`src/rtl/jk_pkg.sv`:
```
// ----------------------------------------------------------------------------
// jk_pkg
// Shared types and constants for the JK flip-flop target driver.
//   jk_state_t     : driver FSM states
//   POLICY_HOLD    : don't-care bits resolved so untouched cells hold
//   POLICY_TOGGLE  : don't-care bits resolved toward toggling
//   RETRY_W        : retry counter width (MAX_RETRY up to 7)
//   WAIT_W         : check-latency down-counter width (CHECK_LAT up to 15)
// ----------------------------------------------------------------------------
package jk_pkg;

  typedef enum logic [2:0] {
    IDLE  = 3'd0,
    APPLY = 3'd1,
    WAIT  = 3'd2,
    CHECK = 3'd3,
    FAIL  = 3'd4
  } jk_state_t;

  localparam int POLICY_HOLD   = 0;
  localparam int POLICY_TOGGLE = 1;

  localparam int RETRY_W = 3;
  localparam int WAIT_W  = 4;

endpackage

```
`src/rtl/jk_excite.sv`:
```
// ----------------------------------------------------------------------------
// jk_excite
// Purely combinational per-bit JK excitation: given the present Q and the
// desired next Q, produce J/K so that one clock edge moves Q to target.
// Ports:
//   i_q      [WIDTH]  present Q of the bank
//   i_target [WIDTH]  desired Q
//   o_j      [WIDTH]  J excitation
//   o_k      [WIDTH]  K excitation
// ----------------------------------------------------------------------------
module jk_excite
  import jk_pkg::*;
#(
  parameter int WIDTH  = 8,
  parameter int POLICY = POLICY_HOLD
) (
  input  logic [WIDTH-1:0] i_q,
  input  logic [WIDTH-1:0] i_target,
  output logic [WIDTH-1:0] o_j,
  output logic [WIDTH-1:0] o_k
);

  generate
    if (POLICY == POLICY_TOGGLE) begin : g_toggle
      // Don't-cares set to 1: a changing bit always sees J=K=1 (toggle).
      assign o_j = i_target | i_q;
      assign o_k = ~(i_q & i_target);
    end else begin : g_hold
      // Don't-cares set to 0: only bits that must change are excited.
      assign o_j = i_target & ~i_q;
      assign o_k = i_q & ~i_target;
    end
  endgenerate

endmodule

```
`src/rtl/jk_target_driver.sv`:
```
// ----------------------------------------------------------------------------
// jk_target_driver
// Accepts a target word on valid/ready, excites a WIDTH-bit JK bank for one
// clock, checks the fed-back Q after CHECK_LAT cycles and retries up to
// MAX_RETRY times before latching a sticky fail.
// Ports:
//   clk, rst_n          clock, async active-low reset
//   in_valid/in_ready   target handshake (ready only in IDLE)
//   in_target [WIDTH]   desired Q
//   q_fb      [WIDTH]   Q outputs of the JK bank
//   j, k      [WIDTH]   registered excitation, non-zero only in APPLY
//   done                one-cycle pulse on successful compare
//   mismatch            one-cycle pulse per failed compare
//   err_bits  [WIDTH]   target ^ q_fb of the last compare
//   fail                sticky, retries exhausted
//   clr                 leaves FAIL
//
// state | meaning
// IDLE  | ready for a target; acceptance loads j/k
// APPLY | j/k on the bank for exactly one cycle
// WAIT  | j/k = 0, let q_fb settle for CHECK_LAT-1 cycles
// CHECK | compare q_fb with the latched target at the closing edge
// FAIL  | retries exhausted; wait for clr
// ----------------------------------------------------------------------------
module jk_target_driver
  import jk_pkg::*;
#(
  parameter int WIDTH     = 8,
  parameter int CHECK_LAT = 1,
  parameter int POLICY    = POLICY_HOLD,
  parameter int MAX_RETRY = 2
) (
  input  logic             clk,
  input  logic             rst_n,
  input  logic             in_valid,
  output logic             in_ready,
  input  logic [WIDTH-1:0] in_target,
  input  logic [WIDTH-1:0] q_fb,
  output logic [WIDTH-1:0] j,
  output logic [WIDTH-1:0] k,
  output logic             done,
  output logic             mismatch,
  output logic [WIDTH-1:0] err_bits,
  output logic             fail,
  input  logic             clr
);

  // WAIT is entered with this count and leaves when it reaches zero,
  // giving CHECK_LAT-1 cycles in WAIT.
  localparam int WAIT_LOAD = (CHECK_LAT > 1) ? CHECK_LAT - 2 : 0;

  jk_state_t          r_state;
  logic [WIDTH-1:0]   r_target;
  logic [WIDTH-1:0]   r_j;
  logic [WIDTH-1:0]   r_k;
  logic               r_done;
  logic               r_mismatch;
  logic [WIDTH-1:0]   r_err_bits;
  logic               r_fail;
  logic [RETRY_W-1:0] r_retry;
  logic [WAIT_W-1:0]  r_wait_cnt;

  logic [WIDTH-1:0]   w_exc_target;
  logic [WIDTH-1:0]   w_j;
  logic [WIDTH-1:0]   w_k;
  logic [WIDTH-1:0]   w_err;

  // In IDLE the incoming word is the target; on a retry it is the latched
  // one. q_fb is always live so toggle policy stays correct after a
  // partial update.
  assign w_exc_target = (r_state == IDLE) ? in_target : r_target;
  assign w_err        = r_target ^ q_fb;

  jk_excite #(
    .WIDTH  (WIDTH),
    .POLICY (POLICY)
  ) u_excite (
    .i_q      (q_fb),
    .i_target (w_exc_target),
    .o_j      (w_j),
    .o_k      (w_k)
  );

  always_ff @(posedge clk or negedge rst_n) begin
    if (!rst_n) begin
      r_state    <= IDLE;
      r_target   <= '0;
      r_j        <= '0;
      r_k        <= '0;
      r_done     <= 1'b0;
      r_mismatch <= 1'b0;
      r_err_bits <= '0;
      r_fail     <= 1'b0;
      r_retry    <= '0;
      r_wait_cnt <= '0;
    end else begin
      r_done     <= 1'b0;
      r_mismatch <= 1'b0;

      case (r_state)
        IDLE: begin
          if (in_valid) begin
            r_target <= in_target;
            r_j      <= w_j;
            r_k      <= w_k;
            r_retry  <= '0;
            r_state  <= APPLY;
          end
        end

        APPLY: begin
          r_j <= '0;
          r_k <= '0;
          if (CHECK_LAT > 1) begin
            r_wait_cnt <= WAIT_W'(WAIT_LOAD);
            r_state    <= WAIT;
          end else begin
            r_state <= CHECK;
          end
        end

        WAIT: begin
          if (r_wait_cnt == '0) begin
            r_state <= CHECK;
          end else begin
            r_wait_cnt <= r_wait_cnt - WAIT_W'(1);
          end
        end

        CHECK: begin
          r_err_bits <= w_err;
          if (w_err == '0) begin
            r_done  <= 1'b1;
            r_state <= IDLE;
          end else begin
            r_mismatch <= 1'b1;
            if (r_retry < RETRY_W'(MAX_RETRY)) begin
              r_retry <= r_retry + RETRY_W'(1);
              r_j     <= w_j;
              r_k     <= w_k;
              r_state <= APPLY;
            end else begin
              r_fail  <= 1'b1;
              r_state <= FAIL;
            end
          end
        end

        FAIL: begin
          if (clr) begin
            r_fail  <= 1'b0;
            r_state <= IDLE;
          end
        end

        default: r_state <= IDLE;
      endcase
    end
  end

  assign in_ready = (r_state == IDLE);
  assign j        = r_j;
  assign k        = r_k;
  assign done     = r_done;
  assign mismatch = r_mismatch;
  assign err_bits = r_err_bits;
  assign fail     = r_fail;

endmodule
```
`config.mk`:
```
export PLATFORM = sky130hd
export DESIGN_NAME = jk_target_driver
export DESIGN_NICKNAME = d
export VERILOG_FILES = /design/src/rtl/jk_pkg.sv /design/src/rtl/jk_excite.sv /design/src/rtl/jk_target_driver.sv
export SDC_FILE = /design/constraint.sdc
export NUM_CORES = 1
export LEC_CHECK = 0
export BUFFER_PORTS_ARGS = -buffer_cell sky130_fd_sc_hd__clkbuf_2
export CAP_MARGIN = 30
export CORE_MARGIN = 5
export CORE_UTILIZATION = 57
export CTS_CLUSTER_DIAMETER = 200
export DETAILED_ROUTE_END_ITERATION = 12
export PLACE_DENSITY = 0.92
export SLEW_MARGIN = 15
export SYNTH_ARGS = -nofsm -noshare
export SYNTH_HDL_FRONTEND = slang
export SYNTH_SLANG_ARGS = --single-unit
```
`constraint.sdc`:
```
create_clock -name clk -period 3.9 [get_ports clk]
set_input_delay 0 -clock clk [delete_from_list [all_inputs] [get_ports clk]]
set_output_delay 0 -clock clk [all_outputs]
set_load 0.02 [all_outputs]
```
==> results of run 1 <==
-- cell usage in the layout (no fill, tap or decap), types with 5 or more instances in the layout --
master and instances:
a21oi_1 5, and3_1 7, clkbuf_2 47, clkbuf_8 5
dfrtp_1 45, dlygate4sd3_1 11, inv_1 5, mux2_2 22
mux2_4 10, mux2i_1 9, nand2_1 9, nor2_1 7
nor3_1 11, xor2_1 8
-- state kept, by name, indices dropped and copies added, names as in the netlist --
name,flops
j,8
k,8
done,1
r_wait_cnt,4
err_bits,8
fail,1
r_retry,3
r_state,3
mismatch,1
r_target,8
-- tightest hold or removal path, cell delays in order --
cell and delay (ps):
clkbuf_2 110, and3_1 140, mux2_2 130
-- synthesized netlist by cell type (3+ instances only) --
library cell / number
nand2_1: 9
a21oi_1: 5
xor2_1: 8
xnor2_1: 3
mux2_2: 22
inv_1: 5
nor2_1: 7
mux2_4: 10
o21ai_0: 3
mux2i_1: 9
nor3_1: 12
and3_1: 7
dfrtp_1: 45
-- cells by family (layout without fill, tap and decap cells) --
family,after synthesis,after routing
simple gates,44,44
mux,41,41
fa+ha+maj,2,2
flops,45,45
buf+inv,12,74
xor+xnor,11,11
compound gates,13,13
-- final timing paths --
check                                end  slack (ps)
max                                 j[5]        1490
min                                 k[7]         100
max reg2reg                         j[5]        1490
min reg2reg                r_wait_cnt[3]         500
max in group asynchronous  r_wait_cnt[3]        3130
min in group asynchronous    r_target[7]         240
-- layout make-up --
type / instances / area, um^2 / area share [%]
sequential: 45 / 1130 / 42.3
multi-input combinational: 111 / 933 / 35.1
timing repair buffer: 61 / 388 / 14.6
clock buffer: 5 / 68.8 / 2.59
clock inverter: 3 / 65.1 / 2.45
tap: 48 / 60.1 / 2.26
inverter: 5 / 18.8 / 0.706
-- layer usage --
metal	share of wire (%)	GRT usage [%]	vias to the layer above	wire length (um)
met5	0	0	-	0
met4	2.0	8.98	0	94
met3	5.9	6.39	10	274
met2	49	32.7	50	2260
met1	44	25.5	725	2020
li1	-	-	713	-
-- power by group through the flow --
stage	Clock (mW)	Combinational, mW	Sequential (mW)
2_1_floorplan	0	0.819	0.876
3_3_place_gp	0	1.09	0.802
3_5_place_dp	0	1.12	0.812
4_1_cts	0.419	1.14	0.807
5_1_grt	0.441	1.24	0.834
6_report	0.418	1.14	0.811
-- through the flow --
step                      setup WS (ps)  instances  instance area (um^2)  hold slack [ps]  total power, mW
after floorplan                    2070        168                  2130             -296             1.70
after global placement             1620        258                  2390              219             1.89
after detailed placement           1520        259                  2420             42.1             1.94
after CTS                          1500        278                  2660              104             2.37
after global routing               1350        278                  2660              120             2.51
final                              1490        278                  2660              103             2.37
==> metrics.md, run 1 <==
| Metric | Value |
|---|---|
| Status | `finished, final reports clean` |
| Mapped Area | `0.00213 mm^2` |
| Gr ovfl total | `0` |
| Slew at the pin closest to its max-slew limit | `938 ps` |
| Hold Crit Depth | `3` |
| Worst EP required | `around 4100 ps` |
| Sw power | `0.919 mW` |
| CTS root buffer | `clkbuf_8` |
| Diode count | `0` |
| Wire length per cell | `16.7 um` |
| Final min period | `2410 ps` |
| Max-slew violations | `0` |
| CP peak stage delay | `just under 900 ps` |
| Cells after Synth | `168` |
| Post-synthesis compound-gate area fraction | `3.82%` |
| Final Setup Violations | `0` |
| H-tree Lvls | `2` |
| Final-stage net count | `251` |
| Core area | `about 0.0036 mm^2` |
| Clk slew on worst S/H paths | `80 ps` |
| Port Buffer Count | `47` |
| Leakage | `1.31 nW` |
| TritonCTS Sinks | `45` |
| Seq/Total Area, Yosys | `52.9%` |
| Slowest CP cell | `a22o_1` |
| Reg2Reg Depth | `3` |
| GPL Wtd Cong | `0.776` |
| WP depth | `3` |
| Largest net degree at the start of global routing | `24` |
| DRT Wirelength | `4650 um` |
| Number of CTS-inserted buffers | `5` |
| Worst Path Buf+Inv | `0` |
| Insertion delay to the later sink of the worst-skew pair | `300 ps` |
| CP Class | `reg -> reg` |
| Clock share of power | `17.6%` |
| Switch share | `38.8%` |
| Maximum clock frequency | `just over 400 MHz` |
| Post-Synth XOR/XNOR Area | `around 4.5%` |
| All-Layer GR Usage | `20.4%` |
| Largest family of logic cells by synthesized area | `multiplexers` |
| Max Cap Viol | `0` |
| Worst hold path type | `in -> reg` |
| Relative slew margins | `between 30% and 40%` |
| CP top delay family | `compound AO/OA/AOI/OAI gates` |
| Peak supply drop | `0.494 mV` |
| #FFs+latches synth | `45` |
| Clock skew | `5.16 ps` |
| Comb power frac | `between 40 and 50%` |
| Ratio of cells with drive above 1 in the final layout | `40.9%` |
| CP cell instances | `nand3b_1 -> a22o_1 -> mux2_2` |
| DIE AREA | `0.00506 mm^2` |
| Startpoint types | `flip-flop` |
| Core Util, Final | `73.2%` |
| DRT antenna net count | `0` |
| Worst r2r src | `r_state[2]` |
| Top-area cell type share of the netlist area | `52.9%` |
| Top cells by area, synth | `dfrtp_1 (53%), mux2_2 (12%), mux2_4 (7.1%)` |
| Clock buffer depth | `2` |
| Hpwl dp | `3190 um` |
| TritonCTS clock tree | `done` |
| PwrDens | `between 800 and 900 mW/mm^2` |
| Ys async rst share | `100%` |
| Final hold vios | `0` |
| DRT iter0 DRCs | `55` |
| I/O pin count | `48` |
| PostCTS Resize Cnt | `0` |
| Critical path capture point type | `flip-flop` |
| Syn. warnings | `0` |
| Number of global-route vias before repair | `1603` |
| Via density | `5.39` |
| Proportion of synthesized area in mux cells | `22.9%` |
| Final setup TNS | `0 ps` |
| Syn avg cell area | `~13 um^2` |
| Starting Density | `58.6%` |
| Unrepaired setup endpoints after global routing | `false` |
| Synth Flop Type | `dfrtp_1` |
| First-pass GRT wire length | `7840 um` |
| Library cells used by synthesis | `30` |
| Final period utilization | `61.9%` |
| Die span in y | `~71 um` |
| Int Power | `1.45 mW` |
| Post-synth EDFFs | `0` |
| Top cell type by total area after synthesis | `dfrtp_1` |
| Syn-to-layout area delta | `24.9%` |
| Hold_buf cts | `11` |
| Syn Nets | `190` |
| Vias | `1498` |
| Post-Synth Adder-Cell Area | `1.18%` |
| Launch point of the worst hold path | `q_fb[7]` |
| Fillers | `between 200 and 300` |
| Num rows | `22` |
| Synth Area in Simple Gates | `between 10% and 20%` |
| DRT Pass-1 Iters | `4` |
| Die W | `71.1 um` |
| Post CTS Setup Buffer Count | `0` |
| Critical Path AT | `2610 ps` |
| Crit path from | `r_state[2]` |
| Max FO, Critical Path | `16` |
| DRC Markers | `0` |
| Initial antenna violation count | `0` |
| Sequential share of power | `about a third` |
(Power assumes the default switching activity.)
==> run 2, diff against run 1 <==
CORE_UTILIZATION = 48   (was 57)
PLACE_DENSITY = 0.84   (was 0.92)
clock period = 2.1 ns   (was 3.9 ns; I/O delays follow)
==> run 2 against run 1 <==
  * Count of clock-buffer cells in the layout increased by 2
  * Sequential share of layout area rose by 0.40 points
  * Critical endpoint is now k[1]
  * Largest cell class unchanged
  * Clock skew hardly changed
  * Combinational power is 89% higher
  * Highest routed layer unchanged
  * First-iteration DRC count is 22% lower
  * Hold slack improved by 12 ps
==> metrics.md, run 2 (synthesized netlist as in run 1, its figures left out) <==
| Metric | Value |
|---|---|
| Final hold vios | `0` |
| Max-slew violations | `0` |
| Gr ovfl total | `0` |
| CTS root buffer | `clkbuf_8` |
| Number of global-route vias before repair | `1591` |
| Peak supply drop | `just under 0.8 mV` |
| H-tree Lvls | `2` |
| Most common cell after layout, fill and taps aside | `clkbuf_2` |
| Worst hold path type | `in -> reg` |
| TritonCTS Sinks | `45` |
| Status | `finished, final reports clean` |
| Worst r2r src | `r_target[6]` |
| DRT Wirelength | `4350 um` |
| All-Layer GR Usage | `between 10% and 20%` |
| DRT iter0 DRCs | `43` |
| Fin worst setup slack | `180 ps` |
| PwrDens | `roughly 1600 mW/mm^2` |
| CP Class | `reg -> reg` |
| Clock buffer depth | `2` |
| TritonCTS clock tree | `done` |
| Reg2Reg Depth | `6` |
| DRT antenna net count | `0` |
| GPL Wtd Cong | `about 0.84` |
| Critical path capture point type | `flip-flop` |
| Number of CTS-inserted buffers | `5` |
| Unrepaired setup endpoints after global routing | `false` |
| Slew at the pin closest to its max-slew limit | `558 ps` |
| Final-stage net count | `roughly 260` |
| Startpoint types | `flip-flop` |
| Hold Crit Depth | `3` |
| Final period utilization | `91.4%` |
| Core area | `0.00432 mm^2` |
| Die span in y | `76.6 um` |
| DIE AREA | `0.00587 mm^2` |
| Initial antenna violation count | `0` |
| Setup slack, reg-to-reg | `~180 ps` |
| Insertion delay to the later sink of the worst-skew pair | `290 ps` |
| FF/Latch Area | `0.00113 mm^2` |
| Leakage | `1.30 nW` |
| Die W | `76.6 um` |
| Diode count | `0` |
| Max FO, Critical Path | `10` |
| Critical Path AT | `2100 ps` |
| Ratio of cells with drive above 1 in the final layout | `just over 40%` |
| Via density | `5.21` |
| Fillers | `between 300 and 400` |
| Commonest non-fill, non-tap cells in the layout | `clkbuf_2 (47), dfrtp_1 (45), mux2_2 (22)` |
| Multi-input gate area | `933 um^2` |
| Hpwl dp | `roughly 3200 um` |
| Fin cells | `286` |
| Wire length per cell | `15.2 um` |
| PostCTS Resize Cnt | `0` |
| Num rows | `24` |
| DRC Markers | `0` |
| Launch point of the worst hold path | `q_fb[1]` |
| DRT Pass-1 Iters | `4` |
| Max Cap Viol | `0` |
| Maximum clock frequency | `between 500 and 600 MHz` |
| Starting Density | `49.2%` |
| Relative slew margins | `62.8%` |
| Syn-to-layout area delta | `23.7%` |
| Worst EP required | `2280 ps` |
| Final setup TNS | `0 ps` |
| Port Buffer Count | `47` |
| Hold Path Sink | `k[1]` |
| Clock skew | `5.26 ps` |
| Final Setup Violations | `0` |
| R2R Path End | `k[1]` |
| Vias | `1491` |
| Core Util, Final | `between 60% and 70%` |
| First-pass GRT wire length | `7700 um` |
| Largest net degree at the start of global routing | `46` |
| Clk slew on worst S/H paths | `80 ps` |
| Final min period | `approximately 1900 ps` |
| Inst Count DP | `268` |
| Worst slack at placement | `187 ps` |
| I/O pin count | `between 40 and 50` |
==> run 2: layout make-up <==
class                           count  area share (%)
Multi-Input combinational cell    111            35.4
Timing Repair Buffer               66            15.4
Clock buffer                        7            3.28
Tap cell                           52            2.47
Inverter                            5           0.712
Sequential cell                    45            42.7
==> run 2: worst max path at each step <==
stage,startpoint,end
floorplan,r_target[6],j[0]
global placement,r_target[6],k[2]
detailed placement,r_target[6],k[0]
CTS,r_target[6],k[1]
global route,r_target[3],k[1]
finish,r_target[6],k[1]
==> run 2: worst max-delay path: stages (launching register included) <==
cell	delay, ps
dfrtp_1	400
xor2_1	170
nor4_2	350
nand2_1	150
a22o_1	240
buf_4	200
mux2_4	310
==> run 2: layer usage <==
| layer | up-vias | track usage (%) | routed length (um) |
|---|---|---|---|
| met3 | 4 | 4.73 | 220 |
| met4 | 0 | 4.72 | 44 |
| li1 | 730 | - | - |
| met2 | 40 | 24.5 | 2070 |
| met5 | - | 0 | 0 |
| met1 | 717 | 22.6 | 2020 |
==> run 2: power breakdown <==
part / internal [mW] / total, mW / switching, mW
Clock: 0.261 / 0.529 / 0.268
Combinational: 1.07 / 2.15 / 1.08
Sequential: 1.21 / 1.48 / 0.275
Total: 2.54 / 4.16 / 1.63
==> run 2: repair_timing <==
action                    in CTS  in global routing
buffers inserted               0                  0
hold buffers                  11                  0
hold endpoints to repair      56                  0
==> run 2: metrics by stage <==
stage / hold slack [ps] / total power, mW / cell area [um^2]
after floorplan: -296 / 3.15 / 2130
after global placement: 115 / 3.60 / 2440
after detailed placement: 118 / 3.66 / 2440
after CTS: 109 / 4.22 / 2640
after global routing: 121 / 4.49 / 2640
final: 115 / 4.16 / 2640
==> run 3, diff against run 2 <==
SETUP_SLACK_MARGIN = 0.2   (was unset)
==> run 3 against run 2 <==
  * Routed wire length rose by 4.7%
  * Non-clock buffer count up 3
  * First-iteration DRC count is 7.0% higher
  * Final cell count increased by 1.0%
  * Largest cell class unchanged
  * Largest power group unchanged
==> metrics.md, run 3 (synthesized netlist as in run 1, its figures left out) <==
| Metric | Value |
|---|---|
| Critical Path AT | `slightly above 2000 ps` |
| Core area | `roughly 0.0043 mm^2` |
| Unrepaired setup endpoints after global routing | `true` |
| Most common cell after layout, fill and taps aside | `clkbuf_2` |
| Clock skew | `5.32 ps` |
| I/O pin count | `48` |
| Final setup TNS | `0 ps` |
| Launch point of the worst hold path | `q_fb[4]` |
| Max FO, Critical Path | `6` |
| DIE AREA | `0.00587 mm^2` |
| Switch share | `39.2%` |
| Gr ovfl total | `0` |
| Slew at the pin closest to its max-slew limit | `approximately 570 ps` |
| Clk slew on worst S/H paths | `around 80 ps` |
| Startpoint types | `flip-flop` |
| Fillers | `340` |
| TritonCTS Sinks | `45` |
| Max-slew violations | `0` |
| Initial antenna violation count | `0` |
| Number of CTS-inserted buffers | `5` |
| Maximum clock frequency | `between 500 and 600 MHz` |
| Status | `finished, final reports clean` |
| Final-stage net count | `~260` |
| Relative slew margins | `between 60 and 70%` |
| Int Power | `2.66 mW` |
| Worst hold path type | `in -> reg` |
| Worst r2r src | `r_target[1]` |
| Worst EP required | `2280 ps` |
| Number of global-route vias before repair | `1605` |
| DRT Pass-1 Iters | `4` |
| Sw power | `1.71 mW` |
| R2R Path End | `k[5]` |
| Ratio of cells with drive above 1 in the final layout | `a little over two fifths` |
| Critical path capture point type | `flip-flop` |
| Hold Crit Depth | `3` |
| Clock buffer depth | `2` |
| Largest net degree at the start of global routing | `46` |
| Clock share of power | `12.1%` |
| Via density | `5.27` |
| Syn-to-layout area delta | `27.0%` |
| Final Setup Violations | `0` |
| Wire length per cell | `between 15 and 20 um` |
| Die W | `around 77 um` |
| Worst slack at placement | `187 ps` |
| Hpwl dp | `3210 um` |
| Diode count | `0` |
| Max Cap Viol | `0` |
| Fin worst setup slack | `235 ps` |
| Num rows | `24` |
| GPL Wtd Cong | `~0.84` |
| Leakage | `between 1 and 1.5 nW` |
| Final period utilization | `88.8%` |
| Hold Path Sink | `k[4]` |
| DRT Wirelength | `approximately 4600 um` |
| Reg2Reg Depth | `6` |
| Port Buffer Count | `47` |
| Final min period | `1870 ps` |
| Setup slack, reg-to-reg | `230 ps` |
| Die span in y | `76.6 um` |
| DRC Markers | `0` |
| Sequential share of power | `between 30 and 40%` |
| H-tree Lvls | `2` |
| Starting Density | `between 40% and 50%` |
| TritonCTS clock tree | `done` |
| Commonest non-fill, non-tap cells in the layout | `clkbuf_2 (47), dfrtp_1 (45), mux2_2 (22)` |
| CP Class | `reg -> reg` |
| PwrDens | `1620 mW/mm^2` |
| Insertion delay to the later sink of the worst-skew pair | `290 ps` |
| Peak supply drop | `0.782 mV` |
| All-Layer GR Usage | `16.4%` |
| DRT antenna net count | `0` |
| Vias | `around 1500` |
| DRT iter0 DRCs | `46` |
| CTS root buffer | `clkbuf_8` |
| Final hold vios | `0` |
| Comb power frac | `~54%` |
| First-pass GRT wire length | `7770 um` |
[run 3: cell count changes in the layout (fill, tap and decap cells not counted), sizes merged]
cell and change:
buf +3
[run 3: repair_timing]
action / 4_1_cts / 5_1_grt
hold buffers: 11 / 0
pin swaps: 2 / 4
gates resized for setup: 0 / 10
buffers inserted: 1 / 1
gates cloned: 0 / 1
endpoints found under the setup margin: 9 / 16
hold endpoints to repair: 56 / 0
[run 3: final cells by class]
type	instances	area (um^2)	area share, %
repair buffers	69	443	16.4
flip-flops and latches	45	1130	41.6
clock buffers	7	86.3	3.19
well taps	52	65.1	2.41
multi-input cells	111	966	35.7
inverters	5	18.8	0.694
[run 3: critical path, cell delays in order (launching register included)]
cell     delay (ps)
dfrtp_1         420
xor2_2          180
nor4_2          320
nand2_1         140
a22o_4          260
buf_6           140
mux2_4          290
[run 3: worst max-delay path by stage]
stage                startpoint  slack [ps]    to  depth (start not counted)
CTS                 r_target[4]         210  k[1]                          6
finish              r_target[1]         230  k[5]                          6
global placement    r_target[6]         210  k[2]                          6
global route        r_target[1]         180  k[1]                          6
floorplan           r_target[6]         270  j[0]                          7
detailed placement  r_target[6]         190  k[0]                          6
[run 3: power groups by stage]
stage | clock network (mW) | logic, mW | registers, mW
4_1_cts | 0.553 | 2.19 | 1.48
6_report | 0.531 | 2.34 | 1.49
5_1_grt | 0.601 | 2.57 | 1.54
2_1_floorplan | 0 | 1.52 | 1.63
3_5_place_dp | 0 | 2.16 | 1.50
3_3_place_gp | 0 | 2.11 | 1.49
[run 3: routing by layer]
layer	track usage (%)	vias to the layer above	share of wire, %
met5	0	-	0
met4	4.72	0	1.5
met3	4.73	7	5.2
met2	24.7	44	49
met1	22.8	743	45
li1	-	730	-
[run 3: stage by stage]
| step | std cells | utilization [%] | instance area (um^2) | hold WS [ps] | power, mW |
|---|---|---|---|---|---|
| after floorplan | 168 | - | 2130 | -296 | 3.15 |
| after global placement | 268 | 56.4 | 2440 | 115 | 3.60 |
| after detailed placement | 268 | 56.4 | 2440 | 118 | 3.66 |
| after CTS | 287 | 61.1 | 2640 | 109 | 4.22 |
| after global routing | 289 | 62.6 | 2710 | 132 | 4.70 |
| final | 289 | 62.6 | 2710 | 124 | 4.37 |
